## config.mk

```make
export PLATFORM = sky130hd
export DESIGN_NAME = keypad_scan_fifo
export DESIGN_NICKNAME = d
export VERILOG_FILES = /design/src/rtl/keypad_scan_fifo.sv
export SDC_FILE = /design/constraint.sdc
export NUM_CORES = 1
export LEC_CHECK = 0
export BUFFER_PORTS_ARGS = -buffer_cell sky130_fd_sc_hd__buf_4
export CORE_ASPECT_RATIO = 0.75
export CORE_MARGIN = 5
export CORE_UTILIZATION = 60
export CTS_CLUSTER_DIAMETER = 80
export DETAILED_ROUTE_END_ITERATION = 8
export PLACE_DENSITY_LB_ADDON = 0.2
export SKIP_CTS_REPAIR_TIMING = 1
export SYNTH_ARGS = -nofsm -noshare
export SYNTH_HDL_FRONTEND = slang
export SYNTH_SLANG_ARGS = --single-unit
```

## constraint.sdc

```tcl
create_clock -name clk -period 4.02 [get_ports clk]
set_input_delay 0.603 -clock clk [delete_from_list [all_inputs] [get_ports clk]]
set_output_delay 0.603 -clock clk [all_outputs]
set_load 0.05 [all_outputs]
```

## src/rtl/keypad_scan_fifo.sv

```systemverilog
// Keypad matrix scanner with per-key debounce feeding a key-code FIFO; codes appear one cycle after push.
// Consumer pops with key_ack; presses arriving while the FIFO is full are dropped and flagged sticky.

module sync_fifo #(
  parameter int W     = 8,
  parameter int DEPTH = 8
) (
  input  logic         clk,
  input  logic         rst,
  input  logic         wr_vld,
  input  logic [W-1:0] wr_dat,
  output logic         wr_rdy,
  output logic         rd_vld,
  output logic [W-1:0] rd_dat,
  input  logic         rd_rdy
);
  localparam int AW = $clog2(DEPTH);

  logic [AW:0]  wr_ptr;
  logic [AW:0]  rd_ptr;
  logic [W-1:0] mem [DEPTH];
  logic         full;
  logic         empty;
  logic         do_wr;
  logic         do_rd;

  // Extra pointer MSB separates full (MSBs differ) from empty (pointers equal).
  assign empty  = (wr_ptr == rd_ptr);
  assign full   = (wr_ptr[AW] != rd_ptr[AW]) && (wr_ptr[AW-1:0] == rd_ptr[AW-1:0]);
  assign rd_vld = !empty;
  assign do_rd  = rd_rdy && !empty;
  assign wr_rdy = !full || do_rd;
  assign do_wr  = wr_vld && wr_rdy;
  assign rd_dat = mem[rd_ptr[AW-1:0]];

  always_ff @(posedge clk or posedge rst) begin
    if (rst) begin
      wr_ptr <= '0;
      rd_ptr <= '0;
    end else begin
      if (do_wr) wr_ptr <= wr_ptr + (AW+1)'(1);
      if (do_rd) rd_ptr <= rd_ptr + (AW+1)'(1);
    end
  end

  always_ff @(posedge clk) begin
    if (do_wr) mem[wr_ptr[AW-1:0]] <= wr_dat;
  end
endmodule

module keypad_scan_fifo #(
  parameter int N_FILAS    = 4,
  parameter int N_COLUMNAS = 4,
  parameter int SCAN_DIV   = 50000,
  parameter int DEBOUNCE   = 4,
  parameter int FIFO_DEPTH = 8,
  parameter int KEY_W      = 5
) (
  input  logic                  clk,
  input  logic                  rst,
  input  logic [N_COLUMNAS-1:0] columna,
  output logic [N_FILAS-1:0]    fila,
  output logic [KEY_W-1:0]      key,
  output logic                  keypad_pressed,
  input  logic                  key_ack,
  output logic                  held,
  output logic                  overflow
);
  localparam int RW = (N_FILAS > 1) ? $clog2(N_FILAS) : 1;
  localparam int DW = $clog2(SCAN_DIV);
  localparam int CW = $clog2(DEBOUNCE + 1);
  localparam logic [CW-1:0] CNT_MAX = CW'(DEBOUNCE);

  logic [N_COLUMNAS-1:0]          col_meta;
  logic [N_COLUMNAS-1:0]          col_sync;
  logic [DW-1:0]                  dwell;
  logic [RW-1:0]                  row_idx;
  logic                           sample;

  logic [N_COLUMNAS-1:0][CW-1:0]  cnt [N_FILAS];
  logic [N_COLUMNAS-1:0]          deb [N_FILAS];
  logic [N_COLUMNAS-1:0][CW-1:0]  cnt_nxt;
  logic [N_COLUMNAS-1:0]          deb_nxt;
  logic [N_COLUMNAS-1:0]          press_ev;
  logic [N_COLUMNAS-1:0]          win_oh;
  logic                           win_found;
  int                             win_col;

  logic                           push_vld;
  logic                           push_rdy;
  logic [KEY_W-1:0]               push_code;
  logic                           pop_vld;
  logic [KEY_W-1:0]               head;

  assign sample = (dwell == DW'(SCAN_DIV - 1));
  assign fila   = ~(N_FILAS'(1) << row_idx);

  always_ff @(posedge clk or posedge rst) begin
    if (rst) begin
      col_meta <= '1;
      col_sync <= '1;
      dwell    <= '0;
      row_idx  <= '0;
    end else begin
      col_meta <= columna;
      col_sync <= col_meta;
      if (sample) begin
        dwell   <= '0;
        row_idx <= (row_idx == RW'(N_FILAS - 1)) ? '0 : row_idx + RW'(1);
      end else begin
        dwell <= dwell + DW'(1);
      end
    end
  end

  // Only the lowest-column event is accepted; other ready keys stay armed for a later frame.
  always_comb begin
    cnt_nxt   = '0;
    deb_nxt   = '0;
    press_ev  = '0;
    win_oh    = '0;
    win_found = 1'b0;
    win_col   = 0;
    for (int c = 0; c < N_COLUMNAS; c++) begin
      if (!col_sync[c]) begin
        cnt_nxt[c]  = (cnt[row_idx][c] == CNT_MAX) ? CNT_MAX : cnt[row_idx][c] + CW'(1);
        press_ev[c] = (cnt_nxt[c] == CNT_MAX) && !deb[row_idx][c];
      end
    end
    for (int c = 0; c < N_COLUMNAS; c++) begin
      if (press_ev[c] && !win_found) begin
        win_found = 1'b1;
        win_col   = c;
        win_oh[c] = 1'b1;
      end
    end
    for (int c = 0; c < N_COLUMNAS; c++) begin
      deb_nxt[c] = !col_sync[c] && (deb[row_idx][c] || win_oh[c]);
    end
  end

  always_ff @(posedge clk or posedge rst) begin
    if (rst) begin
      for (int r = 0; r < N_FILAS; r++) begin
        cnt[r] <= '0;
        deb[r] <= '0;
      end
    end else if (sample) begin
      cnt[row_idx] <= cnt_nxt;
      deb[row_idx] <= deb_nxt;
    end
  end

  always_comb begin
    held = 1'b0;
    for (int r = 0; r < N_FILAS; r++) begin
      held = held | (|deb[r]);
    end
  end

  assign push_vld  = sample && win_found;
  assign push_code = KEY_W'(int'(row_idx) * N_COLUMNAS + win_col);

  sync_fifo #(
    .W     (KEY_W),
    .DEPTH (FIFO_DEPTH)
  ) u_fifo (
    .clk    (clk),
    .rst    (rst),
    .wr_vld (push_vld),
    .wr_dat (push_code),
    .wr_rdy (push_rdy),
    .rd_vld (pop_vld),
    .rd_dat (head),
    .rd_rdy (key_ack)
  );

  // A dropped code keeps its key debounced, so it is never retried while held.
  always_ff @(posedge clk or posedge rst) begin
    if (rst) overflow <= 1'b0;
    else if (push_vld && !push_rdy) overflow <= 1'b1;
  end

  assign keypad_pressed = pop_vld;
  assign key            = pop_vld ? head : '0;
endmodule

```

==> reports/qor.yml, run 1 <==
synthesis:
  syn_avg_cell_area_um2: 12.2
  yosysUniqueCellTypes: 42
  seq_area_frac_synth_pct: 58.0
  syn_nets: 510
  synth_edf_count: 32
  synthArstFlopShare_pct: 75.6
  ys_seq_elements: 131
  synth_area_um2: 5950
  syn-instance-count: 488
  ys.flop_type: "dfrtp_1"
  synthesis.yosys.warnings: 0
place:
  placed_cell_area_um2: 6240
  dp_hpwl_mm: 7.41
  dp_slack_ns: 0.502
  place_inst: 626
  place.gp.congestion: 0.806
  portBuffers: 17
finish:
  syn_to_final_growth_pct: 14.3
  layout.cells.most_common_list: "dfrtp_1 (91), nand2_1 (74), o21ai_0 (58)"
  n_antenna_cell: 0
  fill_cells: 681
  regArea_um2: 3450
  multiInputGateArea_um2: 2320
  layout-drive-gt1-share_pct: 21.3
  final_common_cell: "dfrtp_1"
  fin_nets: 535
  finalNonFillerCells: 658
  fin_util_pct: 70.4
  fin_area_um2: 6800
global_route:
  antenna_found_initial: 0
  grt_pass1_vias: 3789
  grt_max_degree: 53
  grt_pass1_wl_mm: 19.6
  grt_overflow: 0
  grt.total_usage_pct: 21.2
setup_path:
  crit_type: "reg2reg"
  path_max_fanout: 11
  cp-end-kind: "flop"
  required_ns: 4.05
  r2r_slack_ns: 0.40
  r2r_cells: 9
  arrival_ns: 3.65
  start_kind: "flop"
clocking:
  h-tree-depth: 4
  cts_sinks: 131
  path_clk_slew_ns: 0.06
  worstSkewPairLatency_ns: 0.41
  cts-buffers-inserted: 17
  clk_path_buf_depth: 2
  clockRootBuffer: "clkbuf_16"
  cts_tree: "yes"
job:
  cap_violations: 0
timing:
  hold_violations: 0
  finalSetupViolCount: 0
  skew_ns: 0.00788
  setup_ws_ns: 0.396
  worstMarginPinSlew_ns: 1.01
  rsz0062_at_grt: "false"
  fin_setup_tns_ns: 0
  final.period_utilization_pct: 90.2
  maxSlewHeadroom_pct: 32.2
  fmax_mhz: 276
  layout_min_cycle_time_ns: 3.62
  slew_violations: 0
die:
  core_um2: 9660
  initial_core_util_pct: 61.6
  ios: 19
  die_area_um2: 12000
  die_w_um: 125
  num_rows: 31
  die_h_um: 96.2
drt:
  drtAntennaViolNets: 0
  wirelength_mm: 11.5
  avgViaCountPerCell: 5.69
  post-route-drc-count: 0
  route.detailed.wl_per_inst_um: 17.6
  via_count: 3746
  dr.first_iter.drc_count: 170
  first_pass_iters: 5
pwr:
  p_leak_nw: 2.91
  p_per_area_nw_per_um2: 449
  ir_worst_vdd_uv: 274
min_path:
  hold_class: "in2async"
run_status:
  status: "completed"
[per-stage QoR]
step / hold slack (ns) / power (mW)
2_1_floorplan: 0.345 / 1.61
3_3_place_gp: 0.346 / 1.64
3_5_place_dp: 0.347 / 1.64
4_1_cts: 0.285 / 3.09
5_1_grt: 0.283 / 3.17
6_report: 0.296 / 3.05
[power by group]
part / total, mW / switching [mW] / internal, mW
clock network: 1.44 / 0.535 / 0.900
registers: 1.46 / 0.0746 / 1.39
logic: 0.157 / 0.0679 / 0.0889
[area by class of cell]
| class | count | share of cell area [%] |
|---|---|---|
| inverter | 20 | 1.14 |
| timing repair buffer | 30 | 3.50 |
| multi-input combinational | 313 | 34.1 |
| clock inverter | 12 | 1.69 |
| sequential | 131 | 50.7 |
| tap | 132 | 2.43 |
| clock buffer | 20 | 6.42 |
[metal layers]
metal	wire length, um	global-route usage (%)
met1	5220	28.2
met2	5740	35.2
met3	458	4.94
met4	126	7.04
met5	0	0
[flip-flops by register name, indices dropped and copies added (netlist names), 4 cells and up]
name,cells
cnt,48
col_meta,4
col_sync,4
deb,16
dwell,16
u_fifo.mem,32
u_fifo.rd_ptr,4
u_fifo.wr_ptr,4
[logic make-up after synthesis]
group,after synthesis,share of synthesized area [%]
buf+inv,44,3.07
compound gates,69,6.21
mux,42,12.5
fa+ha+maj,15,3.16
flops,131,58.0
simple gates,162,13.5
xor+xnor,24,3.53
other cells,1,0.0631
[synth_stat cells (2+ instances only)]
cell type / number / area [um2]
nor3_1: 9 / 45.0
ha_1: 15 / 188
and3_1: 2 / 12.5
nand2b_1: 12 / 75.1
nor4_1: 8 / 50.1
inv_1: 20 / 75.1
nand2_1: 74 / 278
edfxtp_1: 32 / 961
buf_4: 2 / 15.0
mux4_2: 23 / 518
clkbuf_1: 18 / 67.6
or3_1: 4 / 25.0
dfrtp_1: 91 / 2280
o21bai_1: 3 / 22.5
or3_4: 4 / 45.0
xnor2_1: 18 / 158
nand3_1: 10 / 50.1
a21oi_1: 5 / 25.0
buf_2: 2 / 10.0
xor2_1: 6 / 52.6
nor2b_1: 4 / 25.0
mux2_2: 9 / 101
nand4_1: 4 / 25.0
dfstp_2: 8 / 210
o21ai_0: 58 / 290
nor2_1: 21 / 78.8
or2_2: 4 / 25.0
mux2i_1: 8 / 80.1
[path summary, 6_finish.rpt]
check                            start               end
max                         row_idx[1]  u_fifo.mem[2][0]
max in group asynchronous          rst       col_sync[1]
max reg2reg                 row_idx[1]  u_fifo.mem[2][0]
min                                rst          dwell[0]
min in group clk            columna[3]       col_meta[3]
min reg2reg                col_meta[2]       col_sync[2]
[worst max-delay path, cell delays in order (launching register included)]
cell     delay [ns]
dfrtp_1        0.66
buf_4          0.25
mux4_2         0.34
inv_1          0.08
ha_1           0.25
or3_1          0.37
or3_4          0.38
nand4_4        0.14
nand2_4        0.10
nor4_1         0.68
Note: power is estimated with default switching activity, not from simulation.
==> run 2: changes to the inputs <==
--- a/config.mk
+++ b/config.mk
@@ -12,6 +12,7 @@
 export CTS_CLUSTER_DIAMETER = 80
 export DETAILED_ROUTE_END_ITERATION = 8
 export PLACE_DENSITY_LB_ADDON = 0.2
+export RECOVER_POWER = 25
 export SKIP_CTS_REPAIR_TIMING = 1
 export SYNTH_ARGS = -nofsm -noshare
 export SYNTH_HDL_FRONTEND = slang
==> run 2 against run 1 <==
  * The flow now finishes with violations (max-capacitance violations, max-slew violations)
  * Non-clock buffer count unchanged
  * Critical path depth did not move
  * Clock skew about the same
  * Highest routed layer unchanged
==> reports/qor.yml, run 2 (synthesis gave the netlist of run 1 again) <==
timing:
  fin_setup_tns_ns: 0
  maxSlewHeadroom_pct: -52.4
  slew_violations: 53
  layout_min_cycle_time_ns: 3.63
  rsz0062_at_grt: "false"
  finalSetupViolCount: 0
  fmax_mhz: 276
  skew_ns: 0.00799
  final.period_utilization_pct: 90.2
  hold_violations: 0
  worstMarginPinSlew_ns: 2.27
drt:
  first_pass_iters: 5
  route.detailed.wl_per_inst_um: 17.5
  avgViaCountPerCell: 5.70
  drtAntennaViolNets: 0
  post-route-drc-count: 0
  dr.first_iter.drc_count: 170
  via_count: 3749
  wirelength_mm: 11.5
min_path:
  holdPathEnd: "col_meta[3]"
  hp-start: "columna[3]"
  hold_depth: 1
  hold_class: "in2reg"
finish:
  largest_register: "cnt"
  n_antenna_cell: 0
  fin_area_um2: 6800
  largest_reg_flops: 48
  layout.cells.most_common_list: "dfrtp_1 (91), nand2_1 (74), o21ai_0 (58)"
  regArea_um2: 3450
  syn_to_final_growth_pct: 14.3
  layout-drive-gt1-share_pct: 21.3
  final_common_cell: "dfrtp_1"
  fin_nets: 535
  multiInputGateArea_um2: 2320
  fill_cells: 679
die:
  initial_core_util_pct: 61.6
  ios: 19
  core_um2: 9660
  die_area_um2: 12000
  die_h_um: 96.2
  num_rows: 31
  die_w_um: 125
run_status:
  status: "finished, violations left"
  violations: "max-capacitance violations, max-slew violations"
clocking:
  clk_path_buf_depth: 2
  path_clk_slew_ns: 0.06
  cts_sinks: 131
  cts_tree: "yes"
  h-tree-depth: 4
  worstSkewPairLatency_ns: 0.41
  cts-buffers-inserted: 17
  clockRootBuffer: "clkbuf_16"
global_route:
  grt.total_usage_pct: 21.2
  grt_pass1_vias: 3789
  grt_overflow: 0
  grt_max_degree: 53
  grt_pass1_wl_mm: 19.6
  antenna_found_initial: 0
job:
  cap_violations: 1
place:
  placed_cell_area_um2: 6240
  place.gp.congestion: 0.806
  portBuffers: 17
  dp_hpwl_mm: 7.41
setup_path:
  r2r-start: "row_idx[1]"
  worstPathCellList: "buf_4 > mux4_2 > inv_1 > ha_1 > or3_1 > or3_4 > nand4_4 > nand2_4 > nor4_1"
  r2r_cells: 9
  worstReg2RegEnd: "u_fifo.mem[2][0]"
  cp-end-kind: "flop"
  max_stage_delay_ns: 0.68
  path_max_fanout: 11
  required_ns: 4.05
  arrival_ns: 3.66
  r2r_slack_ns: 0.39
  crit_type: "reg2reg"
  crit_path_top_delay_cell: "nor4_1"
  start_kind: "flop"
pwr:
  ir_worst_vdd_uv: 274
  p_leak_nw: 2.91
  p_per_area_nw_per_um2: 449
## run 2: cell types whose count changed in the layout (fill, tap and decap cells not counted)
| cell | previous run | this run |
|---|---|---|
| buf_4 | 29 | 24 |
| clkinvlp_2 | 0 | 1 |
| clkbuf_4 | 0 | 5 |
| inv_4 | 1 | 0 |
## run 2: power by group
group,internal (mW),leakage (nW),switching (mW)
clock,0.900,0.264,0.535
sequential,1.39,1.71,0.0745
combinational,0.0887,0.939,0.0678
## run 2: how the worst max path moves through the flow
stage                       end  cells after the start        from  slack [ns]
6_report       u_fifo.mem[2][0]                      9  row_idx[1]        0.39
5_1_grt        u_fifo.mem[2][3]                      9  row_idx[1]        0.23
4_1_cts        u_fifo.mem[2][0]                      9  row_idx[1]        0.42
3_5_place_dp   u_fifo.mem[2][1]                      9  row_idx[1]        0.50
3_3_place_gp   u_fifo.mem[2][0]                      8  row_idx[1]        0.70
2_1_floorplan  u_fifo.mem[0][0]                     10  row_idx[0]        0.56
## run 2: area by class of cell
cell class | count | share of cell area [%]
timing repair buffer | 30 | 3.50
inverter | 20 | 1.12
tap | 132 | 2.43
multi-input combinational | 313 | 34.1
sequential | 131 | 50.7
clock buffer | 20 | 6.43
clock inverter | 12 | 1.69
## run 2: worst max-delay path: cells and delay by family, from the launching register on
family                     cells  cell delay [ns]
buffers and inverters          2             0.33
muxes                          1             0.34
and+or+nand+nor                5             1.67
DFF                            1             0.66
adders and majority gates      1             0.25
## run 2: layer usage
layer	track usage, %	share of wire [%]	vias up
li1	-	-	1770
met1	28.2	45	1898
met2	35.2	50	69
met3	4.94	4.0	12
met4	7.04	1.1	0
met5	0	0	-
## run 2: metrics by stage
step                      power [mW]  worst slack (ns)  util, %  hold WS, ns  instances
after detailed placement        1.64             0.502     64.7        0.347        626
final                           3.05             0.394     70.4        0.302        658
after global routing            3.17             0.232     70.4        0.286        658
after CTS                       3.09             0.417     70.4        0.285        658
after global placement          1.64             0.704     64.7        0.346        626
after floorplan                 1.61             0.555        -        0.345        488
